`config.mk`:
```
export PLATFORM = sky130hd
export DESIGN_NAME = lit_init_reg_bank
export DESIGN_NICKNAME = d
export VERILOG_FILES = /design/src/rtl/lit_init_reg_bank.sv
export SDC_FILE = /design/constraint.sdc
export NUM_CORES = 1
export LEC_CHECK = 0
export BUFFER_PORTS_ARGS = -buffer_cell sky130_fd_sc_hd__buf_2
export CAP_MARGIN = 20
export CORE_UTILIZATION = 51
export DETAILED_ROUTE_END_ITERATION = 6
export HOLD_SLACK_MARGIN = 0.02
export PLACE_DENSITY = 0.87
export SLEW_MARGIN = 30
export SYNTH_ARGS = -nofsm -noshare
export SYNTH_HDL_FRONTEND = slang
export SYNTH_SLANG_ARGS = --single-unit
export TNS_END_PERCENT = 50
```
`constraint.sdc`:
```
create_clock -name clk -period 1.43 [get_ports clk]
set_clock_uncertainty 0.15 [all_clocks]
set_input_delay 0.2145 -clock clk [delete_from_list [all_inputs] [get_ports clk]]
set_output_delay 0.2145 -clock clk [all_outputs]
set_load 0.01 [all_outputs]
```
`src/rtl/lit_init_reg_bank.sv`:
```
// lit_init_reg_bank: a small defaults-backed register bank.
// Every entry powers up and resets to its own literal taken from INIT_VALUES.
// The bank has one write port, a registered read port with one cycle of latency,
// per-entry dirty flags, and a restore engine. The restore engine rewrites the
// defaults one entry per cycle.

module lit_init_reg_bank #(
  parameter int                     WIDTH       = 8,
  parameter int                     DEPTH       = 4,
  parameter logic [DEPTH*WIDTH-1:0] INIT_VALUES = {8'd40, 8'd30, 8'd20, 8'd10},
  localparam int                    AW          = $clog2(DEPTH)
) (
  input  logic             clk,
  input  logic             reset,
  input  logic             wr_en,
  input  logic [AW-1:0]    wr_addr,
  input  logic [WIDTH-1:0] wr_data,
  input  logic             rd_en,
  input  logic [AW-1:0]    rd_addr,
  output logic [WIDTH-1:0] rd_data,
  output logic             rd_valid,
  input  logic             restore_req,
  output logic             busy,
  output logic             wr_err,
  output logic [DEPTH-1:0] dirty
);

  typedef enum logic {
    S_IDLE,
    S_RESTORE
  } state_e;

  // DEPTH is widened by one bit, so that for non-power-of-two depths
  // an address from DEPTH up to 2**AW-1 can be detected.
  localparam logic [AW:0]   DEPTH_EXT = (AW + 1)'(DEPTH);
  localparam logic [AW-1:0] LAST_IDX  = AW'(DEPTH - 1);

  state_e           state_q, state_d;
  logic [AW-1:0]    idx_q, idx_d;
  logic [WIDTH-1:0] mem_q [DEPTH];
  logic [WIDTH-1:0] mem_d [DEPTH];
  logic [DEPTH-1:0] dirty_q, dirty_d;
  logic [WIDTH-1:0] rd_data_q, rd_data_d;
  logic             rd_valid_q, rd_valid_d;
  logic             busy_q, busy_d;
  logic             wr_err_q, wr_err_d;
  logic             wr_ok;

  // Default literal for entry i.
  function automatic logic [WIDTH-1:0] init_entry(input int i);
    return INIT_VALUES[i*WIDTH +: WIDTH];
  endfunction

  // Next-state logic: write port, read port, and the restore sequencer.
  always_comb begin
    // NOTE: every _d gets a default before any branch, so no path leaves a value
    // unassigned and no latch is inferred.
    state_d    = state_q;
    idx_d      = idx_q;
    mem_d      = mem_q;
    dirty_d    = dirty_q;
    rd_data_d  = rd_data_q;
    rd_valid_d = rd_en;
    busy_d     = busy_q;
    wr_err_d   = 1'b0;

    // A write is accepted only while idle and only for an address that exists.
    wr_ok = wr_en && !busy_q && ({1'b0, wr_addr} < DEPTH_EXT);
    if (wr_en && !wr_ok) begin
      wr_err_d = 1'b1;
    end

    // The read samples the pre-edge contents, so a same-cycle write returns the old value.
    if (rd_en) begin
      rd_data_d = '0;
      for (int i = 0; i < DEPTH; i++) begin
        if (rd_addr == AW'(i)) begin
          rd_data_d = mem_q[i];
        end
      end
    end

    for (int i = 0; i < DEPTH; i++) begin
      if (wr_ok && (wr_addr == AW'(i))) begin
        mem_d[i]   = wr_data;
        dirty_d[i] = 1'b1;
      end
    end

    unique case (state_q)
      S_IDLE: begin
        if (restore_req) begin
          state_d = S_RESTORE;
          idx_d   = '0;
          busy_d  = 1'b1;
        end
      end
      S_RESTORE: begin
        // No write is accepted while busy, so this update never collides with the write port.
        for (int i = 0; i < DEPTH; i++) begin
          if (idx_q == AW'(i)) begin
            mem_d[i]   = init_entry(i);
            dirty_d[i] = 1'b0;
          end
        end
        if (idx_q == LAST_IDX) begin
          state_d = S_IDLE;
          busy_d  = 1'b0;
        end else begin
          idx_d = idx_q + 1'b1;
        end
      end
      default: begin
        state_d = S_IDLE;
        busy_d  = 1'b0;
      end
    endcase
  end

  // State registers. Reset loads the literal defaults asynchronously.
  always_ff @(posedge clk or posedge reset) begin
    if (reset) begin
      state_q <= S_IDLE;
      idx_q   <= '0;
      // NOTE: this storage array is reset on purpose. Its reset values are the
      // defaults that the block provides, so this is not an ordinary RAM.
      for (int i = 0; i < DEPTH; i++) begin
        mem_q[i] <= init_entry(i);
      end
      dirty_q    <= '0;
      rd_data_q  <= '0;
      rd_valid_q <= 1'b0;
      busy_q     <= 1'b0;
      wr_err_q   <= 1'b0;
    end else begin
      // NOTE: non-blocking assignments here, so every flop updates from pre-edge values.
      state_q    <= state_d;
      idx_q      <= idx_d;
      mem_q      <= mem_d;
      dirty_q    <= dirty_d;
      rd_data_q  <= rd_data_d;
      rd_valid_q <= rd_valid_d;
      busy_q     <= busy_d;
      wr_err_q   <= wr_err_d;
    end
  end

  assign rd_data  = rd_data_q;
  assign rd_valid = rd_valid_q;
  assign busy     = busy_q;
  assign wr_err   = wr_err_q;
  assign dirty    = dirty_q;

endmodule

```
Yosys cells after proc, flatten, opt, wreduce, memory -nomap -nowiden
Cells that the tools add are included.

cells by class
  shift operators = 0
  mux-type cells = 32
  reduce and logical (&&, ||, !) cells = 13
  $add $sub $neg = 1
  bitwise logic cells = 1
  equality and inequality tests = 12
  div/mod/pow operators = 0
  $lt $le $gt $ge = 0
  $mul = 0

operator list
  cell                 number
  $mux 8               12
  $mux 32              1
  $mux 1               13
  $eq 2x2->1 const B   6
  $eq 2x1->1 const B   3
  $logic_and 1x1->1    6
  $logic_not 2->1      3
  $mux 2               2
  $mux 4               1
  $ne 2x2->1 const B   2
  $pmux 1 s2           2
  $pmux 2 s2           1
  $reduce_and 2->1     2
  $add 2x1->2 const B  1
  $logic_not 1->1      2
  $ne 2x1->1 const B   1
  $not 1->1            1

word-level totals
  bits in read-only memories = 0
  output and inout port bits = 15
  bits in latches = 0
  memories = 0
  register bits = 50
  input port bits = 17
  RAM bits = 0

Longest topological paths before layout
Gate-level depths: netlist of the first run.

  depth in word-level cells = 6
  mapped depth = 6

Worst setup path after synthesis of the first run
Ideal clock, no wire load.

  path kind = register -> register
  start point = register busy_q, in the netlist busy
  end point = register mem_q[24] (netlist name)
  buffers on the path = 1
  path slack = -0.107 ns
  setup time = 0.130 ns
  stages on the path, launching flop included = 5
  data arrival time = 1.257 ns
  clock period less this slack = 1.537 ns
  cell sequence = dfrtp_1 -> or4b_1 -> buf_2 -> nand2_1 -> a21oi_1

RTL lines
  element                          RTL line  RTL
  from (decl)                      45        logic busy_q, busy_d;
  from (signal assigned)           143       busy_q <= busy_d;
  to (signal, indexed assignment)  128       mem_q[i] <= init_entry(i);
  to (signal assigned)             139       mem_q <= mem_d;
  to (decl)                        40        logic [WIDTH-1:0] mem_q [DEPTH];

==> results.tsv, run 1 <==
stage	metric	value	unit
sta	drv_slew	0	
sta	fin_crit_sh	1.05	
die	die_x	69.4	um
critical_path	cp.arrival	1.59	ns
die	num_rows	24	
cells_and_area	final_nets	297	
sta	tightest_slew	0.313	ns
clock_tree	clk_latency	0.30	ns
grt	grtUsageTotal	0.251	
min_path	hold_path_depth	3	
critical_path	crit_required	1.52	ns
grt	grt_overflow_total	0	
run	drv_cap	0	
critical_path	worst_setup_path_start_kind	flop	
critical_path	ff2ff_setup_slack	-0.07	ns
grt	grt_pass1_wl	9360	um
pwr	ir_drop	0.728	mV
clock_tree	htreeDepth	2	
cells_and_area	drive_above_1_share	0.372	
cells_and_area	layout_commonest_cell	nand2_1	
critical_path	end_kind	flop	
grt	antenna_found_initial	0	
logic_synthesis	synth_largest_area_cell	dfrtp_1	
critical_path	timing.rr.end	mem_q[14]	
pwr	total_power	5.45	mW
cells_and_area	fill_cells	306	
die	start_util	0.532	
cells_and_area	area_growth	25.6	%
logic_synthesis	ys_seq_elements	50	
pwr	p_per_area	1870	nW/um2
detailed_routing	wire_per_inst	17.9	um
clock_tree	cts_root_buf	clkbuf_8	
logic_synthesis	synth.area.top_cells	dfrtp_1 43%, dfstp_2 11%, nand2_1 8.3%	
min_path	hp-class	in -> reg	
placed_design	post-place-cells	315	
min_path	hold_start	wr_data[7]	
sta	final-hold-violation-count	0	
cells_and_area	diodes	0	
detailed_routing	drtAntennaViolNets	0	
grt	grt_max_degree	51	
sta	period_minus_slack	1.50	ns
critical_path	worstPathMaxFanout	7	
placed_design	dp_hpwl	3860	um
detailed_routing	routed_wl	5900	um
pwr	p_leak	1.33	nW
clock_tree	cts_buffers	5	
logic_synthesis	syn_avg_cell_area	10.1	um2
status	violations	setup timing	
critical_path	worst_r2r_path_depth	5	
detailed_routing	drc	0	
die	core_area	4350	um2
sta	worst_slack	-0.0657	ns
clock_tree	cts_max_path_buffers	2	
sta	rsz0062_at_grt	yes	
placed_design	portBuffers	31	
min_path	hold_end	mem_q[15]	
placed_design	gp_congestion	0.806	
sta	max_freq	669	MHz
critical_path	r2r-start	busy	
logic_synthesis	synth_cell_type_count	31	
logic_synthesis	yosys_warnings	0	
logic_synthesis	syn-cell-area	2320	um2
logic_synthesis	syn_inst	230	
logic_synthesis	synth_top_area_frac	0.432	
detailed_routing	vias_per_cell	5.94	
sta	slew_headroom	0.792	
detailed_routing	dr.pass1.iters	4	
clock_tree	numClockSinks	50	
cells_and_area	instances_no_fill	329	
clock_tree	clk_pin_slew	0.09	ns
detailed_routing	vias	1954	
clock_tree	cts_tree	built	
die	die_h	69.4	um
grt	grt_pass1_vias	1916	
critical_path	critPathKind	reg -> reg	
sta	setup_viol	16	
status	status	complete, but fails checks	
detailed_routing	first_iter_violations	278	
logic_synthesis	synth_fp_nets	251	
die	dieArea	4820	um2
cells_and_area	mostFrequentLayoutCells	45 x nand2_1, 40 x dfrtp_1, 31 x buf_2	
logic_synthesis	seq_area_frac_synth	0.545	
die	io_pins	32	
## through the flow
| step | hold slack (ns) | util | worst slack [ns] | TNS (ns) | cell area [um2] |
|---|---|---|---|---|---|
| after floorplan | 0.0959 | - | -0.107 | -0.809 | 2320 |
| after detailed placement | 0.166 | 0.609 | -0.0983 | -1.16 | 2650 |
| after global routing | 0.0336 | 0.669 | -0.111 | -1.35 | 2910 |
| after CTS | 0.0235 | 0.654 | -0.0640 | -0.571 | 2850 |
| final | 0.0306 | 0.669 | -0.0657 | -0.446 | 2910 |
| after global placement | 0.148 | 0.609 | -0.0524 | -0.364 | 2650 |
## kinds of logic (layout without fill, tap and decap cells)
| kind of cell | count (synthesis) | in the layout | synth area share |
|---|---|---|---|
| muxes | 20 | 20 | 0.0907 |
| DFF | 50 | 50 | 0.545 |
| adders and majority gates | 4 | 4 | 0.0216 |
| xor gates and xnor gates | 1 | 1 | 0.00378 |
| buffers and inverters | 21 | 68 | 0.0469 |
| and+or+nand+nor | 90 | 90 | 0.186 |
| AOI/OAI and AO/OA | 44 | 44 | 0.106 |
## registers in the layout, indices dropped and copies added (netlist names)
register	flops
dirty	4
wr_err	1
busy	1
idx_q	2
rd_data	8
rd_valid	1
mem_q	32
state_q	1
## final cells by class
class | count | area (um2) | share of cell area
Clock buffer | 5 | 68.8 | 0.0236
Clock inverter | 3 | 43.8 | 0.0150
Inverter | 4 | 18.8 | 0.00644
Multi-Input combinational cell | 159 | 1040 | 0.356
Sequential cell | 50 | 1260 | 0.434
Tap cell | 52 | 65.1 | 0.0223
Timing Repair Buffer | 56 | 417 | 0.143
## timing repair
item	4_1_cts	5_1_grt
cloned	0	1
pin swaps	10	9
hold endpoints to repair	41	0
setup buffers	4	0
gates resized for setup	10	25
hold buffers	2	0
endpoints found under the setup margin	18	33
## cell usage after synthesis
cell       n
a21oi_1   15
a31oi_1    8
and2_1     3
and2_2     1
and4b_2    1
and4bb_1   2
buf_2      6
buf_4      2
buf_6      2
clkbuf_1   7
dfrtp_1   40
dfstp_2   10
ha_1       4
inv_1      4
mux2_1     6
mux2_2     2
mux2i_1   12
nand2_1   51
nand2b_1   1
nand3_1   14
nand3b_1   1
nand4b_1   1
nor2_1    11
nor3_1     2
nor4b_4    1
o21a_1     1
o21ai_1   11
o22ai_1    8
o31ai_1    1
or4b_1     1
xnor2_1    1
## where the power goes
group | total, mW | internal, mW | switching, mW
Clock | 1.00 | 0.524 | 0.480
Combinational | 2.07 | 0.956 | 1.12
Sequential | 2.38 | 2.03 | 0.341
Total | 5.45 | 3.52 | 1.94
## worst max path at each step
stage	from	to	slack, ns	cells past startpoint
6_report	busy	mem_q[14]	-0.07	5
5_1_grt	busy	mem_q[9]	-0.11	4
4_1_cts	busy	mem_q[9]	-0.06	5
3_5_place_dp	busy	mem_q[26]	-0.1	3
3_3_place_gp	busy	mem_q[30]	-0.05	3
2_1_floorplan	busy	mem_q[24]	-0.11	4
## metal layers
metal  track usage  part of all wire
met5             0                 0
met4         0.111             0.030
met3        0.0654             0.061
met2         0.443              0.53
met1         0.285              0.38
## critical path: stages (launching register included)
cell and delay, ns:
dfrtp_1 0.40, buf_6 0.14, and4bb_4 0.42, buf_8 0.16, nand3_2 0.08, o21ai_1 0.07
No activity file was read; power rests on OpenSTA's default activity.
==> inputs of run 2 (changes only) <==
--- a/config.mk
+++ b/config.mk
@@ -5,9 +5,10 @@
 export SDC_FILE = /design/constraint.sdc
 export NUM_CORES = 1
 export LEC_CHECK = 0
+export ABC_AREA = 1
 export BUFFER_PORTS_ARGS = -buffer_cell sky130_fd_sc_hd__buf_2
 export CAP_MARGIN = 20
-export CORE_UTILIZATION = 51
+export CORE_UTILIZATION = 54
 export DETAILED_ROUTE_END_ITERATION = 6
 export HOLD_SLACK_MARGIN = 0.02
 export PLACE_DENSITY = 0.87
==> constraint.sdc (replaced) <==
create_clock -name clk -period 1.6 [get_ports clk]
set_clock_uncertainty 0.15 [all_clocks]
set_input_delay 0.24 -clock clk [delete_from_list [all_inputs] [get_ports clk]]
set_output_delay 0.24 -clock clk [all_outputs]
set_load 0.01 [all_outputs]
==> results.tsv, run 2 <==
stage	metric	value	unit	change
critical_path	critPathKind	reg -> reg		
cells_and_area	layout_commonest_cell	nand2_1		
cells_and_area	fill_cells	396		+29%
logic_synthesis	synth_top_area_frac	0.412		-0.0202
cells_and_area	regMostFlops	mem_q		
cells_and_area	largest_reg_flops	32		unchanged
logic_synthesis	syn_inst	310		+35%
logic_synthesis	synth_compound_area_frac	0.0463		-0.0595
logic_synthesis	yosys_warnings	0		unchanged
sta	finalSetupTns	0	ns	+0.446 ns
grt	grt_max_degree	51		unchanged
placed_design	dp_hpwl	3770	um	-2.2%
logic_synthesis	synthArstFlopShare	1.00		unchanged
logic_synthesis	synth.area.top_cells	dfrtp_1 41%, nand2_1 15%, dfstp_2 11%		
logic_synthesis	synth_fp_nets	331		+32%
cells_and_area	diodes	0		unchanged
logic_synthesis	ys_seq_elements	50		unchanged
placed_design	portBuffers	31		unchanged
logic_synthesis	synth_top_family_by_area	simple AND/OR/NAND/NOR gates		
run	drv_cap	0		unchanged
detailed_routing	routed_wl	5310	um	-10%
cells_and_area	area_growth	12.7	%	
die	num_rows	24		unchanged
clock_tree	numClockSinks	50		unchanged
clock_tree	cts_buffers	5		unchanged
sta	drv_slew	0		unchanged
pwr	ir_drop	0.828	mV	+14%
clock_tree	htreeDepth	2		unchanged
logic_synthesis	synthSimpleGateAreaFrac	0.346		+0.159
cells_and_area	drive_above_1_share	0.176		-0.196
grt	grtUsageTotal	0.241		-0.0100
cells_and_area	final_nets	366		+23%
clock_tree	post-cts-setup-buffers	0		-4
logic_synthesis	synth-edff-count	0		unchanged
placed_design	post-place-cells	387		+23%
logic_synthesis	yosys-top-cells-count	100 x nand2_1, 56 x nor2_1, 40 x dfrtp_1		
cells_and_area	instances_no_fill	398		+21%
placed_design	place_area	2620	um2	-1.3%
logic_synthesis	synthFlopType	dfrtp_1		
pwr	total_power	4.36	mW	-20%
min_path	hp-class	in -> reg		
sta	fin_crit_sh	0.911		-0.135
critical_path	crit_required	1.65	ns	+0.13 ns
logic_synthesis	synth_cell_type_count	19		-39%
clock_tree	cts_resized	0		-10
die	io_pins	32		unchanged
die	dieArea	4780	um2	-0.89%
sta	max_freq	686	MHz	+2.6%
die	die_h	69.1	um	-0.45%
cells_and_area	mostFrequentLayoutCells	100 x nand2_1, 56 x nor2_1, 40 x dfrtp_1		
sta	period_minus_slack	1.46	ns	-0.0383 ns
detailed_routing	drtAntennaViolNets	0		unchanged
logic_synthesis	syn_avg_cell_area	7.85	um2	-22%
logic_synthesis	syn-cell-area	2430	um2	+4.9%
status	status	finished, final reports clean		
critical_path	end_kind	flop		
sta	slew_headroom	0.717		-0.0749
die	die_x	69.1	um	-0.45%
pwr	p_leak	1.51	nW	+14%
pwr	p_per_area	1590	nW/um2	-15%
sta	tightest_slew	0.425	ns	+0.112 ns
cells_and_area	multiInputGateArea	1000	um2	-3.1%
detailed_routing	vias_per_cell	5.13		-14%
critical_path	worstPathMaxFanout	16		+9
cells_and_area	seqCellArea	1260	um2	unchanged
grt	antenna_found_initial	0		unchanged
logic_synthesis	synth_largest_area_cell	dfrtp_1		
logic_synthesis	seq_area_frac_synth	0.520		-0.0255
die	start_util	0.559		+0.0261
clock_tree	clk_pin_slew	0.09	ns	about the same
sta	setup_viol	0		-16
grt	grt_pass1_vias	1878		-2.0%
grt	grt_pass1_wl	8910	um	-4.8%
critical_path	cp.arrival	1.51	ns	-0.08 ns
logic_synthesis	synth_xor_area_frac	0		-0.00378
grt	grt_overflow_total	0		unchanged
detailed_routing	dr.pass1.iters	4		unchanged
clock_tree	cts_tree	built		
cells_and_area	final_area	2740	um2	-5.9%
clock_tree	cts_root_buf	clkbuf_8		
sta	final-hold-violation-count	0		unchanged
logic_synthesis	synth_fa_ha_area_frac	0.0206		-0.00101
sta	rsz0062_at_grt	no		
cells_and_area	final_util	0.630		-0.0394
placed_design	gp_congestion	0.912		+13%
die	core_area	4350	um2	unchanged
clock_tree	cts_max_path_buffers	2		unchanged
critical_path	worst_setup_path_start_kind	flop		
logic_synthesis	muxShareOfSynthArea	0		-0.0907
detailed_routing	first_iter_violations	166		-40%
detailed_routing	wire_per_inst	13.3	um	-26%
clock_tree	postCtsHoldBufs	3		+1
clock_tree	clk_latency	0.31	ns	about the same
logic_synthesis	synth.most_common_cell	nand2_1		
detailed_routing	drc	0		unchanged
detailed_routing	vias	2043		+4.6%
==> run 2: area by class of cell <==
cell class,instances,area share
well taps,52,0.0237
flip-flops and latches,50,0.461
clock inverters,1,0.00183
repair buffers,37,0.0803
inverters,26,0.0356
clock buffers,7,0.0315
multi-input cells,225,0.366
==> run 2: per-stage QoR <==
step | hold slack, ns | setup WS [ns]
after global routing | 0.0311 | 0.0571
after detailed placement | 0.155 | 0.176
final | 0.0359 | 0.143
after floorplan | 0.121 | 0.0254
after global placement | 0.149 | 0.247
after CTS | 0.0247 | 0.154
==> run 2: power breakdown <==
part | internal (mW) | switching (mW) | leakage, nW
clock network | 0.349 | 0.411 | 0.0482
registers | 1.86 | 0.321 | 0.619
logic | 0.557 | 0.862 | 0.845
==> run 2: cells by family (layout without fill, tap and decap cells) <==
| group | count (synthesis) | count (layout) |
|---|---|---|
| simple gates | 200 | 200 |
| flops | 50 | 50 |
| buf+inv | 35 | 71 |
| compound gates | 21 | 21 |
| fa+ha+maj | 4 | 4 |
==> run 2: routing by layer <==
layer	track usage	vias up	part of all wire
met3	0.0439	10	0.043
met5	0	-	0
met4	0.0907	0	0.021
met1	0.330	947	0.46
li1	-	1031	-
met2	0.384	55	0.48
==> run 2: path summary, 6_finish.rpt <==
kind / from / endpoint / slack (ns) / cells past startpoint
max: busy / mem_q[2] / 0.14 / 6
min: wr_data[1] / mem_q[9] / 0.04 / 3
max reg2reg: busy / mem_q[2] / 0.14 / 6
min reg2reg: rd_data[1] / rd_data[1] / 0.33 / 2
max in group asynchronous: reset / mem_q[3] / 0.66 / 4
min in group asynchronous: reset / rd_data[7] / 0.36 / 4
==> run 2: worst max-delay path: stages (launching register included) <==
cell     delay, ns
dfrtp_1       0.45
inv_2         0.10
nand2_4       0.08
nor2_4        0.32
nand2_1       0.12
nand2_1       0.08
nor2_1        0.05
==> inputs of run 3 (changes only) <==
--- a/config.mk
+++ b/config.mk
@@ -12,6 +12,7 @@
 export DETAILED_ROUTE_END_ITERATION = 6
 export HOLD_SLACK_MARGIN = 0.02
 export PLACE_DENSITY = 0.87
+export SETUP_SLACK_MARGIN = 0.3
 export SLEW_MARGIN = 30
 export SYNTH_ARGS = -nofsm -noshare
 export SYNTH_HDL_FRONTEND = slang
==> results.tsv, run 3 (synthesis gave the netlist of run 2 again) <==
stage	metric	value	unit	change
die	die_x	69.1	um	unchanged
cells_and_area	regMostFlops	mem_q		
clock_tree	cts_root_buf	clkbuf_8		
sta	tightest_slew	0.480	ns	+0.0553 ns
detailed_routing	drtAntennaViolNets	0		unchanged
pwr	internal_power	2.86	mW	+3.4%
cells_and_area	multiInputGateArea	1020	um2	+1.6%
detailed_routing	wire_per_inst	13.7	um	+2.3%
clock_tree	clk_latency	0.30	ns	about the same
sta	slew_headroom	0.679		-0.0372
grt	grt_pass1_wl	9400	um	+5.5%
die	die_h	69.1	um	unchanged
placed_design	portBuffers	31		unchanged
cells_and_area	area_growth	18.5	%	
placed_design	place_area	2650	um2	+1.2%
pwr	p_comb_frac	0.347		+0.022
pwr	power_frac_seq	0.486		-0.014
clock_tree	numClockSinks	50		unchanged
sta	rsz0062_at_grt	yes		
pwr	switching_share	0.365		about the same
critical_path	worstPathMaxFanout	16		unchanged
die	io_pins	32		unchanged
critical_path	path_buf_inv	2		+1
cells_and_area	seqCellArea	1270	um2	+0.20%
sta	drv_slew	0		unchanged
die	num_rows	24		unchanged
clock_tree	cts_buffers	5		unchanged
cells_and_area	fill_cells	381		-3.8%
critical_path	max_stage_delay	0.45	ns	about the same
sta	fin_crit_sh	0.822		-0.0890
die	start_util	0.559		unchanged
critical_path	worst_setup_path_start_kind	flop		
sta	setup_viol	0		unchanged
critical_path	crit_required	1.65	ns	about the same
clock_tree	cts_tree	built		
placed_design	gp_congestion	0.851		-6.8%
grt	grt_pass1_vias	2076		+11%
critical_path	slowest_stage	dfrtp_2		
grt	grt_max_degree	19		-63%
placed_design	dp_hpwl	3980	um	+5.6%
clock_tree	htreeDepth	2		unchanged
sta	period_minus_slack	1.31	ns	-0.142 ns
critical_path	path_delay_family	flip-flops		
clock_tree	cts_max_path_buffers	2		unchanged
cells_and_area	diodes	0		unchanged
critical_path	critPathKind	reg -> reg		
cells_and_area	final_area	2880	um2	+5.1%
detailed_routing	vias_per_cell	5.19		+1.0%
sta	finalSetupTns	0	ns	unchanged
pwr	power_switching	1.65	mW	+3.2%
pwr	p_leak	1.57	nW	+4.1%
min_path	hp-class	in -> reg		
grt	top_usage_layer	met2		
grt	grtUsageTotal	0.252		+0.0103
cells_and_area	drive_above_1_share	0.217		+0.0406
critical_path	cp.arrival	1.37	ns	-0.14 ns
clock_tree	clk_pin_slew	0.09	ns	about the same
pwr	p_per_area	1560	nW/um2	-1.7%
pwr	ir_drop	0.825	mV	-0.28%
grt	antenna_found_initial	0		unchanged
grt	grt_overflow_total	0		unchanged
status	status	finished, final reports clean		
sta	max_freq	760	MHz	+11%
die	dieArea	4780	um2	unchanged
pwr	p_clk_frac	0.167		-0.007
detailed_routing	drc	0		unchanged
run	drv_cap	0		unchanged
cells_and_area	largest_reg_flops	32		unchanged
detailed_routing	vias	2111		+3.3%
grt	met2_usage	0.415		+0.0313
cells_and_area	layout_commonest_cell	nand2_1		
die	core_area	4350	um2	unchanged
critical_path	crit_chain	inv_2 -> nand2_4 -> nor2_4 -> buf_12 -> nand2_1 -> nand2_1 -> nor2_1		
critical_path	crit_top_cell	nand2_1		
critical_path	end_kind	flop		
detailed_routing	dr.pass1.iters	4		unchanged
detailed_routing	routed_wl	5560	um	+4.6%
cells_and_area	final_nets	375		+2.5%
grt	grt_use_met1	0.321		-0.00915
cells_and_area	mostFrequentLayoutCells	97 x nand2_1, 56 x nor2_1, 38 x dfrtp_1		
sta	final-hold-violation-count	0		unchanged
grt	met3_usage	0.0497		+0.00585
detailed_routing	first_iter_violations	142		-14%
cells_and_area	final_util	0.662		+0.0322
-- run 3: changes by cell type in the layout (fill, tap and decap cells not counted), sizes merged --
cell	before	now
inv	26	25
clkinvlp	0	1
buf	34	43
-- run 3: path summary, 6_finish.rpt --
check	start	cells after the start	end	slack, ns
setup / recovery	busy	7	mem_q[0]	0.29
hold / removal	wr_data[4]	3	mem_q[12]	0.03
setup reg to reg	busy	7	mem_q[0]	0.29
hold reg to reg	rd_data[7]	2	rd_data[7]	0.33
max in group asynchronous	reset	4	mem_q[20]	0.44
min in group asynchronous	reset	3	mem_q[13]	0.35
-- run 3: cell type report --
| cell class | instances | share of cell area |
|---|---|---|
| flip-flops and latches | 50 | 0.439 |
| multi-input cells | 225 | 0.354 |
| repair buffers | 46 | 0.117 |
| inverters | 26 | 0.0352 |
| clock buffers | 7 | 0.0300 |
| well taps | 52 | 0.0226 |
| clock inverters | 1 | 0.00174 |
-- run 3: power groups by stage --
| stage | registers, mW | logic (mW) | clock network (mW) |
|---|---|---|---|
| global route | 2.25 | 1.78 | 0.815 |
| detailed placement | 2.19 | 1.44 | 0 |
| CTS | 2.18 | 1.49 | 0.768 |
| floorplan | 2.16 | 1.02 | 0 |
| global placement | 2.16 | 1.38 | 0 |
| finish | 2.19 | 1.56 | 0.751 |
-- run 3: repair_timing --
action / CTS / global route
resized for setup: 3 / 6
setup buffers: 3 / 4
endpoints found under the hold margin: 14 / 0
hold buffers: 3 / 0
cloned: 0 / 0
pin swaps: 3 / 1
endpoints found under the setup margin: 38 / 39
-- run 3: worst reg2reg max path: stages, from the launching register on --
cell	delay [ns]
dfrtp_2	0.45
inv_2	0.09
nand2_4	0.08
nor2_4	0.14
buf_12	0.14
nand2_1	0.06
nand2_1	0.06
nor2_1	0.05
-- run 3: per-stage QoR --
| step | total power, mW | hold slack (ns) | instances | setup WS, ns |
|---|---|---|---|---|
| 5_1_grt | 4.85 | 0.0385 | 407 | 0.219 |
| 2_1_floorplan | 3.18 | 0.121 | 310 | 0.293 |
| 6_report | 4.51 | 0.0331 | 407 | 0.285 |
| 4_1_cts | 4.44 | 0.0269 | 403 | 0.242 |
| 3_5_place_dp | 3.63 | 0.135 | 389 | 0.179 |
| 3_3_place_gp | 3.54 | 0.132 | 389 | 0.235 |
-- run 3: metal layers --
layer,share of wire,wire [um]
met5,0,0
met4,0.018,100
met3,0.067,371
met2,0.50,2760
met1,0.42,2320
